==> src/rtl/apb_master_arb.sv <==
// apb_master_arb
// Shares one APB master port among N_REQ local requesters using round-robin
// arbitration. Every granted request runs exactly one SETUP and one ACCESS
// cycle (this bus has no pready/pslverr). The owner of each transfer gets a
// one-cycle completion pulse and, for reads, the captured read data.

module apb_master_arb #(
  parameter int N_REQ = 4,
  parameter int AW    = 32,
  parameter int DW    = 32
) (
  input  logic                pclk,
  input  logic                rst,
  input  logic [N_REQ-1:0]    req_valid,
  output logic [N_REQ-1:0]    req_ready,
  input  logic [N_REQ*AW-1:0] req_addr,
  input  logic [N_REQ-1:0]    req_write,
  input  logic [N_REQ*DW-1:0] req_wdata,
  output logic [N_REQ-1:0]    rsp_valid,
  output logic [DW-1:0]       rsp_rdata,
  output logic [AW-1:0]       paddr,
  output logic                psel,
  output logic                penable,
  output logic                pwrite,
  output logic [DW-1:0]       pwdata,
  input  logic [DW-1:0]       prdata
);

  localparam int PW = $clog2(N_REQ);

  typedef enum logic [1:0] {
    IDLE   = 2'd0,
    SETUP  = 2'd1,
    ACCESS = 2'd2
  } state_t;

  state_t          r_state;
  state_t          w_nextState;

  logic [PW-1:0]   r_ptr;
  logic [PW-1:0]   r_owner;
  logic [PW-1:0]   w_winner;
  logic [PW-1:0]   w_idx;
  logic [PW-1:0]   w_nextPtr;
  logic            w_found;
  logic            w_arbEn;
  logic            w_grant;

  logic [AW-1:0]   r_paddr;
  logic            r_pwrite;
  logic [DW-1:0]   r_pwdata;
  logic [N_REQ-1:0] r_rspValid;
  logic [DW-1:0]   r_rspRdata;

  // Rotating priority search: first pending requester at or above the pointer, wrapping around
  always_comb begin
    w_found  = 1'b0;
    w_winner = '0;
    w_idx    = '0;
    for (int k = 0; k < N_REQ; k++) begin
      w_idx = PW'((int'(r_ptr) + k) % N_REQ);
      if (!w_found && req_valid[w_idx]) begin
        w_found  = 1'b1;
        w_winner = w_idx;
      end
    end
  end

  // A new transfer may only be accepted while idle or in the last (ACCESS) cycle of the current one
  assign w_arbEn   = (r_state == IDLE) || (r_state == ACCESS);
  assign w_grant   = w_arbEn && w_found;
  assign w_nextPtr = (w_winner == PW'(N_REQ - 1)) ? '0 : (w_winner + 1'b1);

  // One-hot accept pulse, forced low while reset is held so every output reads zero during reset
  always_comb begin
    req_ready = '0;
    if (w_grant && rst) begin
      req_ready[w_winner] = 1'b1;
    end
  end

  // Transfer sequencing: SETUP always follows a grant, ACCESS always follows SETUP
  always_comb begin
    w_nextState = r_state;
    case (r_state)
      IDLE: begin
        if (w_grant) begin
          w_nextState = SETUP;
        end
      end
      SETUP: begin
        w_nextState = ACCESS;
      end
      ACCESS: begin
        w_nextState = w_grant ? SETUP : IDLE;
      end
      default: begin
        w_nextState = IDLE;
      end
    endcase
  end

  // State register; reset drops any in-flight transfer
  always_ff @(posedge pclk or negedge rst) begin
    if (!rst) begin
      r_state <= IDLE;
    end else begin
      r_state <= w_nextState;
    end
  end

  // Latch the winner's request fields and owner on a grant; they stay put through ACCESS and IDLE
  always_ff @(posedge pclk or negedge rst) begin
    if (!rst) begin
      r_paddr  <= '0;
      r_pwrite <= 1'b0;
      r_pwdata <= '0;
      r_owner  <= '0;
      r_ptr    <= '0;
    end else if (w_grant) begin
      r_paddr  <= req_addr[int'(w_winner)*AW +: AW];
      r_pwrite <= req_write[w_winner];
      r_pwdata <= req_wdata[int'(w_winner)*DW +: DW];
      r_owner  <= w_winner;
      r_ptr    <= w_nextPtr;
    end
  end

  // Completion pulse to the owner when ACCESS ends; read data is only updated by reads
  always_ff @(posedge pclk or negedge rst) begin
    if (!rst) begin
      r_rspValid <= '0;
      r_rspRdata <= '0;
    end else begin
      r_rspValid <= '0;
      if (r_state == ACCESS) begin
        r_rspValid[r_owner] <= 1'b1;
        if (!r_pwrite) begin
          r_rspRdata <= prdata;
        end
      end
    end
  end

  assign psel      = (r_state != IDLE);
  assign penable   = (r_state == ACCESS);
  assign paddr     = r_paddr;
  assign pwrite    = r_pwrite;
  assign pwdata    = r_pwdata;
  assign rsp_valid = r_rspValid;
  assign rsp_rdata = r_rspRdata;

endmodule
==> config.mk <==
export PLATFORM = sky130hd
export DESIGN_NAME = apb_master_arb
export DESIGN_NICKNAME = d
export VERILOG_FILES = /design/src/rtl/apb_master_arb.sv
export SDC_FILE = /design/constraint.sdc
export NUM_CORES = 1
export LEC_CHECK = 0
export CORE_AREA = 2 2 155 157
export DETAILED_ROUTE_END_ITERATION = 12
export DIE_AREA = 0 0 157 159
export GPL_TIMING_DRIVEN = 0
export PLACE_DENSITY = 0.55
export SKIP_LAST_GASP = 1
export SLEW_MARGIN = 5
export SYNTH_ARGS = -nofsm -noshare
export SYNTH_HDL_FRONTEND = slang
export SYNTH_SLANG_ARGS = --single-unit
==> constraint.sdc <==
create_clock -name pclk -period 3.34 [get_ports pclk]
set_input_delay 0.501 -clock pclk [delete_from_list [all_inputs] [get_ports pclk]]
set_output_delay 0.501 -clock pclk [all_outputs]
set_load 0.05 [all_outputs]
==> metrics.md <==
| Metric | Value |
|---|---|
| Outcome | `finished clean` |
| Destination of the critical timing path | `req_ready[2]` |
| CTS Root Cell | `sky130_fd_sc_hd__clkbuf_16` |
| Row Count | `56` |
| CP Data Arrival Time | `2690 ps` |
| Period minus WS final | `3192 ps` |
| Busiest metal layer after global routing | `met2` |
| Depth of the critical timing path with buffers and inverters included | `9` |
| Capture instance of the worst register-to-register path | `pwdata[13]` |
| Number of setup buffers added after CTS | `0` |
| Total vias in the final route | `5477` |
| Cell repeated most along the worst path | `sky130_fd_sc_hd__buf_6` |
| Weighted congestion reported at the end of routability-driven placement | `0.8125` |
| Top-count cell post-synth | `sky130_fd_sc_hd__a221o_1` |
| Most frequent cells after synthesis | `130 x sky130_fd_sc_hd__a221o_1, 107 x sky130_fd_sc_hd__dfrtp_1, 66 x sky130_fd_sc_hd__nor2b_1, 32 x sky130_fd_sc_hd__mux2_2, 18 x sky130_fd_sc_hd__clkbuf_1` |
| Worst reg2reg path startpoint | `r_ptr[1]` |
| Nets | `1144` |
| Sort of element at the start of the critical path | `primary input` |
| Residual antenna-violating net count after detailed routing | `0` |
| Diode count | `0` |
| Slack of the worst reg-to-reg path | `1040 ps` |
| Source of the critical timing path | `req_valid[2]` |
| Power per cell area | `885.3 nW/µm²` |
| Post-Synthesis Cells | `430` |
| Share of cells above drive strength 1 | `0.09059` |
| HP Class | `primary input to async pin` |
| Starting density of the core | `0.2286` |
| X dimension of the die | `157 µm` |
| WP buf/inv | `4` |
| Count of cell types in the netlist | `35` |
| Fmax | `313.3 MHz` |
| Sink Count | `107` |
| Most used flip-flop cell after synthesis | `sky130_fd_sc_hd__dfrtp_1` |
| Aggregate global routing overflow | `0` |
| Met3 Use GR | `0.05335` |
| Number of remaining DRC errors | `0` |
| Core area | `23190 µm²` |
| Cell types with the largest area share after synthesis | `sky130_fd_sc_hd__dfrtp_1 51%, sky130_fd_sc_hd__a221o_1 25%, sky130_fd_sc_hd__nor2b_1 7.8%` |
| Worst-Margin Slew | `602.7 ps` |
| Port buffer count | `404` |
| Maximum buffer depth of the clock tree | `2` |
| Classification of the worst setup path | `primary input to output port` |
| Sequential share of the synthesized area | `0.5051` |
| TritonCTS clock tree | `yes` |
| Total wirelength of the detailed-routed design | `23640 µm` |
| Height of the die | `159 µm` |
| Footprint of the flip-flops and latches | `2678 µm²` |
| Worst R2R Path Depth | `8` |
| Filler Cells Inserted | `2269` |
| Via count of the first global-routing pass | `5821` |
| Power after layout | `0.008943 W` |
| Maximum cell stage delay along the critical path | `550 ps` |
| H-tree Lvls | `3` |
| Proportion of netlist area held by the largest area contributor | `0.5051` |
| Max-Cap Viols | `0` |
| Inserted Clock Buffers | `9` |
| Hold Fails Final Rpt | `0` |
| Post-Route Skew | `15.11 ps` |
| Half-perimeter wire length after placement | `18460 µm` |
| Post-DP Area | `9773 µm²` |
| Post-synthesis register bit count | `107` |
| Cells along the critical path | `clkdlybuf4s50_1 > nor2_1 > a21oi_1 > nand4_1 > nor3_4 > buf_6 > buf_6 > and2_1 > clkdlybuf4s18_2` |
| First-pass detailed-route iteration total | `5` |
| Source-to-sink clock delay at the later pin of the worst-skew pair | `350 ps` |
| Warning count from the yosys run | `0` |
| Total leakage power | `4.033 nW` |
| EDFF count, synth | `0` |
| Peak fanout along the critical path | `10` |
| Detailed-route vias per instance | `4.685` |
| Area enclosed by the die boundary | `24960 µm²` |
| Top-Level Pins | `405` |
| Post-Syn Area | `5301 µm²` |
| Core occupancy in the finished layout | `0.4356` |
| Average cell area after synthesis | `12.33 µm²` |
| Wire length of the first global-routing pass | `35220 µm` |
| Setup crit end kind | `output port` |
| Worst supply voltage drop on vdd | `0.3714 mV` |
| Synth-to-layout area growth | `90.56%` |
| Endpoint required time on the critical path | `2840 ps` |
| Cell area after layout | `10100 µm²` |
| Nets in the synthesized netlist | `729` |
| Share of synthesized flip-flops with an asynchronous set or reset | `1.000` |
| Cell type of the slowest stage on the worst timing path | `sky130_fd_sc_hd__clkdlybuf4s50_1` |
| Count of endpoints failing setup in the final report | `0` |
| Global routing usage on met1 | `0.2161` |
| Worst path top cell family by delay | `buffers and inverters` |
| Average detailed-routed wire length per instance | `20.22 µm` |
| Initial antenna violation count | `0` |
| Initial drt markers | `328` |
| Clock Pin Slew Worst Setup and Hold Paths | `80 ps` |
| Total routing resource utilization after global routing | `0.1848` |
| Maximum number of pins on one net before global-route repair | `60` |
| Post-synth top area cell | `sky130_fd_sc_hd__dfrtp_1` |
| Rel. slew slack | `0.5982` |
| Unrepaired setup endpoints after global routing | `no` |
| Global-route met2 utilization | `0.3331` |
| Final number of max-transition violations | `0` |
| Period Utilization, post-route | `0.9556` |
| Area taken by multi-input logic gates | `2384 µm²` |
-- worst min path at each step --
stage                          to  slack [ps]  startpoint
floorplan                paddr[0]         210         rst
global placement       r_state[1]         430  r_state[1]
detailed placement     r_state[1]         430  r_state[1]
CTS                 rsp_rdata[16]         110         rst
global route        rsp_rdata[16]         120         rst
finish              rsp_rdata[16]          90         rst
-- flip-flops by register name, summed over array words and instances, names as in the netlist --
| signal | count |
|---|---|
| r_state | 2 |
| r_owner | 2 |
| rsp_rdata | 32 |
| rsp_valid | 4 |
| pwdata | 32 |
| paddr | 32 |
| pwrite | 1 |
| r_ptr | 2 |
-- routing by layer --
layer / up-vias / wire length, µm
li1: 2549 / -
met1: 2660 / 9423
met2: 253 / 11980
met3: 15 / 1966
met4: 0 / 263
met5: - / 0
-- kinds of logic after synthesis --
family	share of synthesized area
AOI/OAI and AO/OA	0.2632
DFF	0.5051
and+or+nand+nor	0.1149
buffers and inverters	0.04649
muxes	0.06797
adders and majority gates	0.002360
-- placed cells by master (no fill, tap or decap), types with 5 or more instances in the layout --
cell	instances
sky130_fd_sc_hd__a221o_1	130
sky130_fd_sc_hd__buf_2	10
sky130_fd_sc_hd__buf_4	7
sky130_fd_sc_hd__buf_6	6
sky130_fd_sc_hd__clkbuf_1	19
sky130_fd_sc_hd__clkbuf_16	9
sky130_fd_sc_hd__clkdlybuf4s50_1	398
sky130_fd_sc_hd__dfrtp_1	107
sky130_fd_sc_hd__inv_1	5
sky130_fd_sc_hd__mux2_2	32
sky130_fd_sc_hd__nand2_1	10
sky130_fd_sc_hd__nor2_1	6
sky130_fd_sc_hd__nor2b_1	66
-- per-stage QoR --
| stage | instances | setup slack, ps | hold WS [ps] | TNS, ps |
|---|---|---|---|---|
| 2_1_floorplan | 430 | 775.5 | 205.4 | 0 |
| 3_3_place_gp | 1153 | -3543 | 428.8 | -323960 |
| 3_5_place_dp | 1154 | -571.1 | 433.6 | -1319 |
| 4_1_cts | 1169 | -84.15 | 112.1 | -84.15 |
| 5_1_grt | 1169 | 17.75 | 124.0 | 0 |
| 6_report | 1169 | 148.4 | 94.98 | 0 |
-- final cells by class --
| class | count | area share |
|---|---|---|
| clock buffer | 11 | 0.02403 |
| tap | 319 | 0.03951 |
| buffer | 40 | 0.02242 |
| clock inverter | 5 | 0.008174 |
| multi-input combinational | 277 | 0.2359 |
| sequential | 107 | 0.2650 |
| timing repair buffer | 405 | 0.4030 |
| inverter | 5 | 0.001858 |
-- where the power goes --
group          switching, W  internal [W]
Sequential         0.000362       0.00191
Combinational       0.00326       0.00221
Clock              0.000528      0.000685
Total               0.00415       0.00480
-- timing repair --
action	in CTS	in global routing
setup endpoints to repair	4	1
hold buffers	0	0
resized for setup	9	1
No activity file was read; power rests on OpenSTA's default activity.
